==> src/rtl/mant_mul24_seq.sv <==
// mant_mul24_seq -- multi-cycle unsigned mantissa multiplier (W x W -> 2W).
//
// Operands are split into 8-bit slices. One slice pair goes through a single
// combinational 8x8 array multiplier (mul_8array) each cycle, and the 16-bit
// partial product is shifted into place and added to a 2W-bit accumulator.
// SLICES*SLICES cycles later the accumulator holds a*b and is offered
// downstream.
//
// Handshakes (both sides): a transfer happens on a rising clk edge where
// valid and ready are both high. in_ready is high only in IDLE. out_valid is
// high only in DONE. While out_valid=1 and out_ready=0, p holds steady.
//
// Parameters:
//   SLICES    number of 8-bit slices per operand (W = 8*SLICES)
//
// Ports:
//   clk, rst          clock, synchronous active-high reset
//   in_valid/in_ready operand handshake (a, b captured on transfer)
//   a, b              W-bit unsigned operands
//   out_valid/out_ready result handshake
//   p                 2W-bit product (equals the accumulator; qualify with out_valid)
//   busy              high while slices are being multiplied
//
// Optional build macro: MANT_MUL_ZERO_SKIP_EN
//   When defined, a zero operand bypasses the multiply loop and the zero
//   result is offered one cycle after acceptance. busy stays low on that path.

module mul_8array (
    input  logic [7:0]  a,
    input  logic [7:0]  b,
    output logic [15:0] p
);
    // Shift-and-add array: row i contributes a<<i when b[i] is set.
    logic [15:0] row [8];

    always_comb begin
        for (int i = 0; i < 8; i++) begin
            row[i] = b[i] ? (16'(a) << i) : 16'd0;
        end
    end

    always_comb begin
        p = 16'd0;
        for (int i = 0; i < 8; i++) begin
            p = p + row[i];
        end
    end
endmodule

module mant_mul24_seq #(
    parameter int SLICES = 3
) (
    input  logic                    clk,
    input  logic                    rst,
    input  logic                    in_valid,
    output logic                    in_ready,
    input  logic [8*SLICES-1:0]     a,
    input  logic [8*SLICES-1:0]     b,
    output logic                    out_valid,
    input  logic                    out_ready,
    output logic [16*SLICES-1:0]    p,
    output logic                    busy
);
    localparam int W     = 8 * SLICES;
    localparam int PW    = 2 * W;
    localparam int NPROD = SLICES * SLICES;
    localparam int KW    = (NPROD > 1) ? $clog2(NPROD) : 1;

    // ST_ZSKIP is only entered in the zero-skip build: it spaces the zero
    // result one cycle after acceptance without raising busy.
    typedef enum logic [1:0] {
        ST_IDLE  = 2'd0,
        ST_MUL   = 2'd1,
        ST_DONE  = 2'd2,
        ST_ZSKIP = 2'd3
    } state_t;

    state_t          state_q, state_d;
    logic [W-1:0]    a_q, a_d;
    logic [W-1:0]    b_q, b_d;
    logic [PW-1:0]   acc_q, acc_d;
    logic [KW-1:0]   k_q, k_d;

    // Slice selection: k walks the a-slices fastest, then the b-slices.
    logic [KW-1:0]   a_idx;
    logic [KW-1:0]   b_idx;
    logic [KW:0]     idx_sum;
    logic [7:0]      a_slice;
    logic [7:0]      b_slice;
    logic [15:0]     slice_prod;
    logic [PW-1:0]   partial;
    logic            last_k;

    assign a_idx   = k_q % KW'(SLICES);
    assign b_idx   = k_q / KW'(SLICES);
    assign idx_sum = {1'b0, a_idx} + {1'b0, b_idx};
    assign a_slice = a_q[8*a_idx +: 8];
    assign b_slice = b_q[8*b_idx +: 8];
    assign last_k  = (k_q == KW'(NPROD - 1));

    mul_8array u_mul (
        .a (a_slice),
        .b (b_slice),
        .p (slice_prod)
    );

    // Weight of slice pair (i, j) is 2^(8*(i+j)).
    assign partial = {{(PW-16){1'b0}}, slice_prod} << {idx_sum, 3'b000};

    always_comb begin
        state_d = state_q;
        a_d     = a_q;
        b_d     = b_q;
        acc_d   = acc_q;
        k_d     = k_q;

        case (state_q)
            ST_IDLE: begin
                if (in_valid && in_ready) begin
                    a_d   = a;
                    b_d   = b;
                    acc_d = '0;
                    k_d   = '0;
`ifdef MANT_MUL_ZERO_SKIP_EN
                    if ((a == '0) || (b == '0)) begin
                        state_d = ST_ZSKIP;
                    end else begin
                        state_d = ST_MUL;
                    end
`else
                    state_d = ST_MUL;
`endif
                end
            end
            ST_MUL: begin
                acc_d = acc_q + partial;
                if (last_k) begin
                    k_d     = '0;
                    state_d = ST_DONE;
                end else begin
                    k_d = k_q + KW'(1);
                end
            end
            ST_ZSKIP: begin
                state_d = ST_DONE;
            end
            ST_DONE: begin
                if (out_ready) begin
                    state_d = ST_IDLE;
                end
            end
            default: begin
                state_d = ST_IDLE;
            end
        endcase
    end

    always_ff @(posedge clk) begin
        if (rst) begin
            state_q <= ST_IDLE;
            a_q     <= '0;
            b_q     <= '0;
            acc_q   <= '0;
            k_q     <= '0;
        end else begin
            state_q <= state_d;
            a_q     <= a_d;
            b_q     <= b_d;
            acc_q   <= acc_d;
            k_q     <= k_d;
        end
    end

    // All handshake outputs decode directly from the registered state.
    assign in_ready  = (state_q == ST_IDLE);
    assign busy      = (state_q == ST_MUL);
    assign out_valid = (state_q == ST_DONE);
    assign p         = acc_q;
endmodule

==> config.mk <==
export PLATFORM = sky130hd
export DESIGN_NAME = mant_mul24_seq
export DESIGN_NICKNAME = d
export VERILOG_FILES = /design/src/rtl/mant_mul24_seq.sv
export SDC_FILE = /design/constraint.sdc
export NUM_CORES = 1
export LEC_CHECK = 0
export ABC_CLOCK_PERIOD_IN_PS = 14400
export CORE_ASPECT_RATIO = 1.1
export CORE_MARGIN = 2
export CORE_UTILIZATION = 55
export CTS_CLUSTER_SIZE = 10
export DETAILED_ROUTE_END_ITERATION = 8
export DONT_BUFFER_PORTS = 1
export GPL_ROUTABILITY_DRIVEN = 0
export PLACE_DENSITY = 0.76
export SLEW_MARGIN = 20
export SYNTH_ARGS = -nofsm -noshare
export SYNTH_HDL_FRONTEND = slang
export SYNTH_SLANG_ARGS = --single-unit
export TNS_END_PERCENT = 100
==> constraint.sdc <==
create_clock -name clk -period 14.4 [get_ports clk]
set_input_delay 2.88 -clock clk [delete_from_list [all_inputs] [get_ports clk]]
set_output_delay 2.88 -clock clk [all_outputs]
set_load 0.1 [all_outputs]
* Word level (Yosys, flattened, before mapping)
Index checks and enable logic that the tools add are counted.
Word-level totals: memories kept 0, latch bits 0, memory bits (writable) 0, bits in registers 102, logic and storage cells 50, output and inout port bits 51, bits of input ports 52, memory bits (read-only) 0
Operators by class: equal/unequal tests 7, reduce and logical (&&, ||, !) cells 6, multiplexer cells 17, multiply operators 0, add/subtract/negate cells 10, magnitude comparators 0, bitwise gates (word level) 0, div/mod/pow operators 2, shift-type cells 3
Operator list (number):
- $pmux W48 S2 | 1
- $add A16 B16 Y16 | 3
- $add A48 B48 Y48 | 1
- $mux W48 | 1
- $shiftx A24 B8 Y8 | 2
- $shl A16 B8 Y48 | 1
- $add A16 B12 Y16 | 1
- $add A16 B13 Y16 | 1
- $add A16 B14 Y16 | 1
- $add A16 B15 Y16 | 1
- $mux W15 | 1
- $mux W14 | 1
- $mux W13 | 1
- $mux W12 | 1
- $mux W11 | 1
- $mux W10 | 1
- $mux W9 | 1
- $mux W4 | 2
- $mux W8 | 1
- $pmux W2 S4 | 1
- $pmux W4 S2 | 1
- $mux W2 | 3
- $ne A2 B1 Y1 const B | 3
- $add A4 B4 Y5 | 1
- other kinds (11) | 13

* Logic depth before layout (Yosys ltp)
word-level depth 13, depth in mapped cells 47, depth with buffers taken out 42

* By module
From an unflattened synthesis, not the netlist that was laid out.
Second synthesis, totals: cell total of the unflattened synthesis 1306, area, all modules 9561.7 um^2
Modules (own cells, without submodules):
- mant_mul24_seq | cells an instance 1079, area each 7692.4 um^2, times used 1
- mul_8array | cells an instance 227, area each 1869.3 um^2, times used 1

* Worst setup path after synthesis
Ideal clock, no wire load.
path type reg-to-reg, start point register k_q[3], end point register acc_q[44], in the netlist p[44], data required time 14.278 ns, setup slack 4.351 ns, library setup time 0.122 ns, clock period less this slack 10.049 ns, arrival time 9.927 ns, path buffers 5, stages on the path, launching flop included 45, cells stage by stage dfxtp_1 nand2b_1 buf_6 inv_1 ha_1 inv_1 ha_1 o21ai_2 xnor2_1 ha_1 nor3b_4 buf_4 buf_2 inv_1 ha_1 buf_1 a22o_1 nand2_1 (+9 left out) o2111a_1 o31ai_1 mux2i_1 a21oi_1 or2_2 nand2_1 nor2_1 ha_1 clkbuf_1 a21oi_1 o21a_1 o31ai_1 a221oi_1 a21boi_1 o41a_1 o21ai_1 a31o_2 a221o_1
On the way: longest elaborated chain between the ends 13
Ends and longest elaborated chain:
- start, declared | line 82 | logic [KW-1:0] k_q, k_d;
- start signal, assigned | line 170 | k_q <= k_d;
- $mod A4 B2 Y4 or $div A4 B2 Y4 (tied branches) | line 94, 95
- $shiftx A24 B8 Y8 (on tied branches) | line 97, 98
- $mux W8 or $mux W9 (tied branches) | line 38 | row[i] = b[i] ? (16'(a) << i) : 16'd0;
- $add A16 B16 Y16 (3 in a row) | line 45 | p = p + row[i];
- $add A16 B12 Y16 | line 45
- $add A16 B13 Y16 | line 45
- $add A16 B14 Y16 | line 45
- $add A16 B15 Y16 | line 45
- $shl A16 B8 Y48 * | line 108 | assign partial = {{(PW-16){1'b0}}, slice_prod} << {idx_sum, 3'b000};
- $add A48 B48 Y48 * | line 136 | acc_d = acc_q + partial;
- $pmux W48 S2 * | line 117 | case (state_q)
- end signal, assigned | line 163 | acc_q <= '0;
- end signal, assigned | line 169 | acc_q <= acc_d;
- end, declared | line 81 | logic [PW-1:0] acc_q, acc_d;
Every way passes the cells marked *; elsewhere a longest branch is shown, timed or not. A chain may end at the register's enable or synchronous reset.

* Worst setup path in the final report
start point register k_q[3], end point register acc_q[46], in the netlist p[46]
Same word-level chain as after synthesis.

==> flow_metrics.env <==
export IMPL_finish_net_count=1421
export IMPL_clkTransAtPathRegs_ns=0.08
export IMPL_antenna_found_initial=0
export IMPL_instances_no_fill=1481
export IMPL_die_h_um=142
export IMPL_clock_sinks=102
export IMPL_worstPathArrival_ns=11.73
export IMPL_synth_enable_flop_cells=0
export IMPL_synth_avg_cell_area_um2=7.43
export IMPL_ctsResizeCount=0
export IMPL_die_area_mm2=0.0184
export IMPL_ctsHoldBuffers=0
export IMPL_core_area_mm2=0.0170
export IMPL_synth_nets=1465
export IMPL_syn_area_mm2=0.00955
export IMPL_worstSkewPairLatency_ns=0.36
export IMPL_crit_slowest_cell="ha_1"
export IMPL_finalCritPeriodShare_pct=79.4
export IMPL_final_hold_violation_count=0
export IMPL_grt_busiest_layer="met2"
export IMPL_final_core_util_pct=58.5
export IMPL_syn2layout_area_growth_pct=4.22
export IMPL_grt_pass1_vias=8485
export IMPL_min_path_type="flop to flop"
export IMPL_rows=50
export IMPL_cts_tree="built"
export IMPL_total_power_mw=0.713
export IMPL_wl_per_cell_um=16.6
export IMPL_status="finished clean"
export IMPL_yosysSeqAreaShare_pct=21.4
export IMPL_cts_buffers=9
export IMPL_use_met1_pct=36.2
export IMPL_finalSetupTns_ns=0
export IMPL_skew_ns=0.00754
export IMPL_hpwl_mm=18.9
export IMPL_grt_max_degree=83
export IMPL_drive_gt1_share_pct=5.37
export IMPL_async_flop_share_pct=0
export IMPL_grtUsageTotal_pct=27.0
export IMPL_ys_warn_count=0
export IMPL_ys_flop_type="dfxtp_1"
export IMPL_path_class="flop to flop"
export IMPL_hold_ws_ns=0.450
export IMPL_placed_area_mm2=0.00965
export IMPL_cts_root_buf="clkbuf_16"
export IMPL_drc_errors=0
export IMPL_crit_top_cell="ha_1"
export IMPL_htreeDepth=3
export IMPL_synth_ff_latch_count=102
export IMPL_cts_setup_buffers=0
export IMPL_wl_mm=24.6
export IMPL_required_ns=14.70
export IMPL_period_needed_ns=11.43
export IMPL_p_leak_nw=4.46
export IMPL_critPathLaunchType="flop"
export IMPL_grt_first_pass_wirelength_mm=40.7
export IMPL_start_util_pct=56.1
export IMPL_placedCellCount=1465
export IMPL_antenna_left=0
export IMPL_route_vias_total=8796
export IMPL_worst_pin_slew_ns=1.13
export IMPL_synth_cells=1286
export IMPL_num_antenna_cells=0
export IMPL_numPortBuffers=0
export IMPL_gr_total_overflow=0
export IMPL_globalRouteMet2Util_pct=43.9
export IMPL_max_slew_margin_rel_pct=24.5
export IMPL_viasPerCell=5.94
export IMPL_place_ws_ns=3.15
export IMPL_cp_max_fo=20
export IMPL_setup_slack_ns=2.97
export IMPL_ys_types=76
export IMPL_clock_path_buffers=2
export IMPL_die_w_um=130
export IMPL_slew_viol_final=0
export IMPL_final_area_mm2=0.00995
export IMPL_peakVddDrop_v=0.0000775
export IMPL_setup_viol=0
export IMPL_io_pin_count=103
export IMPL_worstSetupEndpointType="flop"
export IMPL_pwr_density_cell_mw_per_mm2=71.6
export IMPL_max_stage_delay_ns=0.62
export IMPL_grt_util_met3_pct=6.24
export IMPL_drt_iter0_markers=688
export IMPL_max_freq_mhz=87.5
export IMPL_rsz0062_at_grt="no"
export IMPL_firstDrtPassIters=6
export IMPL_cap_violations=0
report_power, final:
part,internal [mW],switching (mW),leakage [nW]
registers,0.295,0.0175,0.829
clock network,0.130,0.120,0.149
logic,0.0461,0.104,3.49
cell families after synthesis:
kind of cell	after synthesis	share of synthesized area [%]
compound gates	337	21.7
xor+xnor	54	5.23
fa+ha+maj	127	19.8
buf+inv	131	5.36
flops	102	21.4
mux	24	2.75
simple gates	511	23.8
synthesized netlist by cell type (9+ instances only):
| cell type | count | share of area [%] |
|---|---|---|
| mux2i_1 | 15 | 1.6 |
| a21o_1 | 28 | 2.2 |
| nor2_1 | 119 | 4.7 |
| nand2_1 | 231 | 9.1 |
| o21ai_0 | 61 | 3.2 |
| xnor2_1 | 34 | 3.1 |
| clkbuf_1 | 51 | 2.0 |
| o21a_1 | 12 | 0.94 |
| dfxtp_1 | 102 | 21 |
| nor2b_1 | 9 | 0.59 |
| a21oi_1 | 153 | 8.0 |
| nand3_1 | 60 | 3.1 |
| inv_1 | 68 | 2.7 |
| ha_1 | 87 | 11 |
| xor2_1 | 18 | 1.7 |
| nor3_1 | 11 | 0.58 |
| or2_2 | 17 | 1.1 |
| nand4_1 | 18 | 1.2 |
| fa_1 | 40 | 8.4 |
| and2_1 | 15 | 0.98 |
worst paths after layout:
path                            depth (start not counted)  slack [ns]  startpoint  endpoint
worst max-delay path                                   39        2.97      k_q[3]     p[46]
worst max register to register                         39        2.97      k_q[3]     p[46]
worst min register to register                          2        0.45      b_q[4]    b_q[4]
worst min-delay path                                    2        0.45      b_q[4]    b_q[4]
cell type report:
type                            instances  area [µm²]
Inverter                               69         259
Clock buffer                           11         253
Sequential cell                       102        2040
Clock inverter                          5        46.3
Fill cell                            1629        7060
Tap cell                              234         293
Timing Repair Buffer                    7        52.6
Multi-Input combinational cell       1053        7010
layer usage:
metal	vias up	share of wire (%)
met4	0	1.9
li1	4366	-
met3	38	8.1
met1	4080	44
met5	-	0
met2	312	46
worst max-delay path, delay by kind of cell, from the launching register on:
family | cells | cell delay (ns)
DFF | 1 | 0.42
adders and majority gates | 10 | 4.17
AOI/OAI and AO/OA | 11 | 2.90
muxes | 1 | 0.34
xor gates and xnor gates | 1 | 0.25
buffers and inverters | 4 | 0.53
and+or+nand+nor | 12 | 2.72
cells in the final DEF, fill, tap and decap left out, drive strengths merged, types with 11 or more instances in the layout:
| cell | instances |
|---|---|
| o21ai | 63 |
| dfxtp | 102 |
| nor3 | 11 |
| a21oi | 153 |
| a21o | 28 |
| or2 | 17 |
| o21a | 12 |
| nand4 | 18 |
| nor2 | 119 |
| nand3 | 60 |
| xnor2 | 35 |
| mux2i | 16 |
| and2 | 15 |
| inv | 73 |
| clkbuf | 11 |
| nand2 | 232 |
| fa | 40 |
| ha | 87 |
| xor2 | 19 |
state kept, by name, indices dropped and copies added (netlist names):
signal and flops:
a_q 24, k_q 4, state_q 2, b_q 24, p 48
No activity file was read; power rests on OpenSTA's default activity.
